`config.mk`:
```
export PLATFORM = sky130hd
export DESIGN_NAME = add_seq32
export DESIGN_NICKNAME = d
export VERILOG_FILES = /design/src/rtl/add_seq32.sv
export SDC_FILE = /design/constraint.sdc
export NUM_CORES = 1
export LEC_CHECK = 0
export BUFFER_PORTS_ARGS = -buffer_cell sky130_fd_sc_hd__buf_4
export CAP_MARGIN = 20
export CELL_PAD_IN_SITES_DETAIL_PLACEMENT = 0
export CELL_PAD_IN_SITES_GLOBAL_PLACEMENT = 1
export CORE_MARGIN = 5
export CORE_UTILIZATION = 43
export DETAILED_ROUTE_END_ITERATION = 12
export GPL_TIMING_DRIVEN = 0
export PLACE_DENSITY_LB_ADDON = 0.1
export SLEW_MARGIN = 10
export SYNTH_ARGS = -nofsm -noshare
export SYNTH_HDL_FRONTEND = slang
export SYNTH_SLANG_ARGS = --single-unit
```
`constraint.sdc`:
```
create_clock -name clk -period 2.1 [get_ports clk]
set_clock_uncertainty 0.05 [all_clocks]
set_input_delay 0.21 -clock clk [delete_from_list [all_inputs] [get_ports clk]]
set_output_delay 0.21 -clock clk [all_outputs]
set_load 0.03 [all_outputs]
```
`src/rtl/add_seq32.sv`:
```
// Nibble-serial adder/subtractor: one 4-bit carry-lookahead slice reused over WIDTH/4 cycles.
// Optional subtract support is enabled by defining ADD_SEQ32_SUB_EN.
module add_seq32 #(
    parameter int unsigned WIDTH = 32
) (
    input  logic             clk,
    input  logic             reset_n,
    input  logic             start,
    input  logic [WIDTH-1:0] a,
    input  logic [WIDTH-1:0] b,
    input  logic             ci,
    input  logic             op,
    output logic             busy,
    output logic             done,
    output logic [WIDTH-1:0] s,
    output logic             c_flag,
    output logic             v_flag,
    output logic             z_flag,
    output logic             n_flag
);

    localparam int unsigned NIBBLES = WIDTH / 4;
    localparam int unsigned CNT_W   = (NIBBLES > 1) ? $clog2(NIBBLES) : 1;
    localparam logic [CNT_W-1:0] LAST_NIB = CNT_W'(NIBBLES - 1);

    typedef enum logic [1:0] {
        StIdle,
        StRun,
        StDone
    } state_e;

    state_e           state_q;
    logic [WIDTH-1:0] a_q;
    logic [WIDTH-1:0] b_q;
    logic [WIDTH-1:0] sum_q;
    logic             carry_q;
    logic [CNT_W-1:0] cnt_q;

    // Effective operand and initial carry chosen at acceptance time.
    logic [WIDTH-1:0] b_eff;
    logic             cin_eff;

`ifdef ADD_SEQ32_SUB_EN
    always_comb begin
        b_eff   = op ? ~b : b;
        cin_eff = op ? 1'b1 : ci;
    end
`else
    logic unused_op;
    assign unused_op = op;

    always_comb begin
        b_eff   = b;
        cin_eff = ci;
    end
`endif

    // 4-bit carry-lookahead slice on the low nibble of the operand shift registers.
    logic [3:0] nib_g;
    logic [3:0] nib_p;
    logic       c1;
    logic       c2;
    logic       c3;
    logic       co;
    logic [3:0] nib_s;

    always_comb begin
        nib_g = a_q[3:0] & b_q[3:0];
        nib_p = a_q[3:0] ^ b_q[3:0];
        c1    = nib_g[0] | (nib_p[0] & carry_q);
        c2    = nib_g[1] | (nib_p[1] & nib_g[0]) | (nib_p[1] & nib_p[0] & carry_q);
        c3    = nib_g[2] | (nib_p[2] & nib_g[1]) | (nib_p[2] & nib_p[1] & nib_g[0])
              | (nib_p[2] & nib_p[1] & nib_p[0] & carry_q);
        co    = nib_g[3] | (nib_p[3] & nib_g[2]) | (nib_p[3] & nib_p[2] & nib_g[1])
              | (nib_p[3] & nib_p[2] & nib_p[1] & nib_g[0])
              | (nib_p[3] & nib_p[2] & nib_p[1] & nib_p[0] & carry_q);
        nib_s = nib_p ^ {c3, c2, c1, carry_q};
    end

    // Result nibbles enter at the top so the LSB nibble ends up at bit 0 after the last step.
    logic [WIDTH-1:0] sum_next;
    assign sum_next = {nib_s, sum_q[WIDTH-1:4]};

    always_ff @(posedge clk or negedge reset_n) begin
        if (!reset_n) begin
            state_q <= StIdle;
            a_q     <= '0;
            b_q     <= '0;
            sum_q   <= '0;
            carry_q <= 1'b0;
            cnt_q   <= '0;
            busy    <= 1'b0;
            done    <= 1'b0;
            s       <= '0;
            c_flag  <= 1'b0;
            v_flag  <= 1'b0;
            z_flag  <= 1'b0;
            n_flag  <= 1'b0;
        end else begin
            unique case (state_q)
                StIdle: begin
                    done <= 1'b0;
                    if (start) begin
                        a_q     <= a;
                        b_q     <= b_eff;
                        carry_q <= cin_eff;
                        sum_q   <= '0;
                        cnt_q   <= '0;
                        busy    <= 1'b1;
                        state_q <= StRun;
                    end
                end
                StRun: begin
                    a_q     <= {4'b0000, a_q[WIDTH-1:4]};
                    b_q     <= {4'b0000, b_q[WIDTH-1:4]};
                    sum_q   <= sum_next;
                    carry_q <= co;
                    cnt_q   <= cnt_q + 1'b1;
                    if (cnt_q == LAST_NIB) begin
                        busy    <= 1'b0;
                        done    <= 1'b1;
                        s       <= sum_next;
                        c_flag  <= co;
                        v_flag  <= c3 ^ co;
                        z_flag  <= (sum_next == '0);
                        n_flag  <= sum_next[WIDTH-1];
                        state_q <= StDone;
                    end
                end
                StDone: begin
                    done    <= 1'b0;
                    state_q <= StIdle;
                end
                default: begin
                    busy    <= 1'b0;
                    done    <= 1'b0;
                    state_q <= StIdle;
                end
            endcase
        end
    end

endmodule
```
==> impl_table.tex <==
\begin{tabular}{lr}
\hline
Metric & Value \\
\hline
\multicolumn{2}{l}{\textbf{Setup path}} \\
\quad Highest fanout seen on the critical path & 3 \\
\quad Critical path data required time & 2.37 ns \\
\quad Critical Path, Cell by Cell & inv\_1 > fa\_1 > nor4b\_4 > nand4\_1 > or3\_4 > o31ai\_2 \\
\quad CP arrival & 2.33 ns \\
\quad Count of buffer and inverter cells on the critical path & 1 \\
\quad Critical Path Sink Type & flop \\
\quad Startpoint type of the worst setup path & flop \\
\quad Slowest cell on crit path & fa\_1 \\
\quad Family with the most delay on the worst path & simple AND/OR/NAND/NOR gates \\
\quad Critical path class & reg2reg \\
\quad CP peak stage delay & 0.60 ns \\
\multicolumn{2}{l}{\textbf{Min path}} \\
\quad Path category of the worst min-delay check & in2reg \\
\multicolumn{2}{l}{\textbf{Global route}} \\
\quad Overall global routing resource usage & 17.9\% \\
\quad Met2 track demand over resource & 29.5\% \\
\quad Maximum number of pins on one net before global-route repair & 85 \\
\quad Initial antenna violation count & 0 \\
\quad Grt met3 use & 5.23\% \\
\quad Total congestion overflow after global routing & 0 \\
\quad Met1 Usage GRT & 22.6\% \\
\quad Global-route wire length before repair & 22500 µm \\
\quad Vias in the first global route & 4498 \\
\quad Most Crowded Layer GR & met2 \\
\multicolumn{2}{l}{\textbf{Yosys}} \\
\quad Mapped Nets & 599 \\
\quad Synthesized flop and latch total & 135 \\
\quad Count of warnings emitted by yosys & 0 \\
\quad Most frequently used flop master after synthesis & dfrtp\_1 \\
\quad Sequential area share after synthesis & 59.7\% \\
\quad Syn Std Cell Area & 0.00566 mm² \\
\quad Synth async-reset ratio & 100\% \\
\quad Average cell area after synthesis & 10.8 µm² \\
\quad Count of distinct cell types in the synthesized netlist & 30 \\
\quad Number of enable-type register cells in the synthesized netlist & 0 \\
\quad Instance count of the mapped netlist & 523 \\
\multicolumn{2}{l}{\textbf{Placed design}} \\
\quad \# placed instances & 805 \\
\quad Total half-perimeter wirelength after legalization and detailed placement & 9490 µm \\
\quad Worst slack after detailed placement & -0.163 ns \\
\quad Post-placement cell area & 0.00670 mm² \\
\quad Port bufs & 105 \\
\quad Final weighted congestion in routability-driven placement & 0.779 \\
\multicolumn{2}{l}{\textbf{Timing}} \\
\quad Final-report hold violation count & 0 \\
\quad Final Hold Slack & 0.0221 ns \\
\quad Relative slew slack & 47.3\% \\
\quad Worst-margin pin slew & 0.787 ns \\
\quad Shortest clock period the worst path allows after layout & 2.06 ns \\
\quad Final count of negative-setup-slack endpoints & 0 \\
\quad Setup ws final & 0.0437 ns \\
\quad Unrepaired setup endpoints after global routing & true \\
\quad Fmax achieved & 486 MHz \\
\quad Post-route clock period utilization & 97.9\% \\
\quad Max Slew Vio Count & 0 \\
\multicolumn{2}{l}{\textbf{Clocking}} \\
\quad Register clock-pin slew on the reported worst setup and hold paths & 0.06 ns \\
\quad Number of clock sinks & 135 \\
\quad Num CTS Buffers & 17 \\
\quad CTS tree & done \\
\quad Clock latency on the worst-skew pair & 0.41 ns \\
\quad H-tree level count & 4 \\
\quad Cell at the root of the clock tree & clkbuf\_16 \\
\quad Buffer depth of the longest clock path & 2 \\
\multicolumn{2}{l}{\textbf{Layout}} \\
\quad Share of cells above drive strength 1 & 23.6\% \\
\quad Number of standard cells in the layout, taps in and fillers out & 845 \\
\quad Net count of the finished layout & 736 \\
\quad Fill count & 1172 \\
\quad Antenna Diode Count & 0 \\
\quad Area Overhead vs Synth & 30.9\% \\
\quad Fin area & 0.00740 mm² \\
\multicolumn{2}{l}{\textbf{Floorplanning}} \\
\quad Die boundary width & 125 µm \\
\quad Core ar. & 0.0131 mm² \\
\quad Num rows & 42 \\
\quad Starting utilization of the core area & 43.2\% \\
\quad Full die area & 0.0155 mm² \\
\quad Vertical die dimension & 125 µm \\
\quad I/O pin total & 107 \\
\multicolumn{2}{l}{\textbf{Route}} \\
\quad Average detailed-routed wire length per instance & 15.7 µm \\
\quad Via-per-instance ratio & 5.04 \\
\quad 1st-iter DRT viols & 226 \\
\quad Routed Wire Length & 13300 µm \\
\quad Post-DRT Antenna Nets & 0 \\
\quad Drc violations & 0 \\
\quad Number of search-and-repair iterations in the first detailed-routing pass & 4 \\
\quad Via count & 4256 \\
\multicolumn{2}{l}{\textbf{Job}} \\
\quad Reported max-cap violation count & 0 \\
\multicolumn{2}{l}{\textbf{Power}} \\
\quad Leakage power & 3.80 nW \\
\quad Highest ir drop seen on vdd & 0.605 mV \\
\quad Proportion of power drawn by flip-flops and latches & 37.8\% \\
\quad Portion of total power attributed to the clock network & 23.7\% \\
\quad Switching power as a share of total power & 37.1\% \\
\quad Internal power of the cells & 0.00751 W \\
\quad Final Total Pwr & 0.0119 W \\
\quad Switching Power & 0.00442 W \\
\quad Cell area power density & 1610 mW/mm² \\
\quad Comb power frac & 38.5\% \\
\multicolumn{2}{l}{\textbf{Outcome}} \\
\quad Status & complete, no violations \\
\hline
\end{tabular}
[sequential cells by signal, indices dropped and copies added (netlist names)]
register and flops:
sum_q 28, done 1, v_flag 1, state_q 2, z_flag 1, cnt_q 3
s 32, busy 1, carry_q 1, a_q 32, b_q 32, c_flag 1
[cells in the final DEF, fill, tap and decap left out, types with 9 or more instances in the layout]
cell           instances
nand2_1              150
dfrtp_1              135
buf_4                112
o21ai_0               64
mux2i_1               57
a22o_1                36
clkbuf_1              19
clkbuf_16             17
dlygate4sd3_1          9
[metrics by stage]
step                TNS [ns]  utilization [%]
floorplan                  0                -
global placement       -6.85             50.9
detailed placement     -5.82             51.2
CTS                        0             56.3
global route         -0.0456             56.6
finish                     0             56.6
[kinds of logic after synthesis]
logic type	Yosys count	synth area share [%]
AO/OA/AOI/OAI	109	12.4
XOR/XNOR	3	0.465
adder cells (fa/ha/maj)	7	1.68
buffers and inverters	39	3.10
flip-flops	135	59.7
multiplexers	59	10.5
AND/OR/NAND/NOR	171	12.1
[worst reg2reg max path, stage by stage (launching register included)]
cell and delay [ns]:
dfrtp_1 0.37, inv_1 0.07, fa_1 0.60, nor4b_4 0.20, nand4_1 0.11, or3_4 0.40, o31ai_2 0.18
[per-layer routing]
layer / wire [µm] / vias up
met5: 0 / -
met1: 5700 / 2072
met2: 6680 / 96
met3: 726 / 12
met4: 157 / 0
li1: - / 2076
[cells in the mapped netlist, types with 3 or more instances]
cell,instances,area (µm²)
clkbuf_1,18,67.6
ha_1,6,75.1
xor2_1,3,26.3
buf_2,8,40.0
a21oi_1,3,15.0
nand2_1,150,563
mux2i_1,57,571
buf_4,5,37.5
inv_1,5,18.8
a22o_1,36,315
nor2_1,8,30.0
o21ai_0,64,320
dfrtp_1,135,3380
nor4_1,5,31.3
[final cells by class]
class	count	area (µm²)	share of cell area, %
Buffer	33	153	2.06
Clock buffer	25	526	7.10
Clock inverter	3	40.0	0.541
Inverter	6	22.5	0.304
Multi-Input combinational cell	349	2130	28.8
Sequential cell	135	3380	45.6
Tap cell	176	220	2.97
Timing Repair Buffer	118	932	12.6
[power groups by stage]
stage	Combinational, W	Clock [W]	Sequential [W]
final	0.00460	0.00283	0.00450
after global routing	0.00513	0.00300	0.00466
after CTS	0.00458	0.00289	0.00450
after detailed placement	0.00455	0	0.00453
after global placement	0.00445	0	0.00449
after floorplan	0.00262	0	0.00487
[final timing paths]
path	startpoint	to	slack [ns]	depth (start not counted)
worst max-delay path	b_q[0]	z_flag	0.04	6
worst min-delay path	ci	carry_q	0.02	3
worst max register to register	b_q[0]	z_flag	0.04	6
worst min register to register	s[15]	s[15]	0.42	2
max in group asynchronous	reset_n	b_q[20]	0.95	3
min in group asynchronous	reset_n	s[6]	0.26	2
[what timing repair did]
| item | CTS | global route |
|---|---|---|
| setup endpoints to repair | 55 | 14 |
| hold buffers | 9 | 0 |
| resized for setup | 2 | 3 |
| hold endpoints to repair | 59 | 0 |
| setup buffers | 0 | 3 |
| pin swaps | 0 | 1 |
No activity file was read; power rests on OpenSTA's default activity.
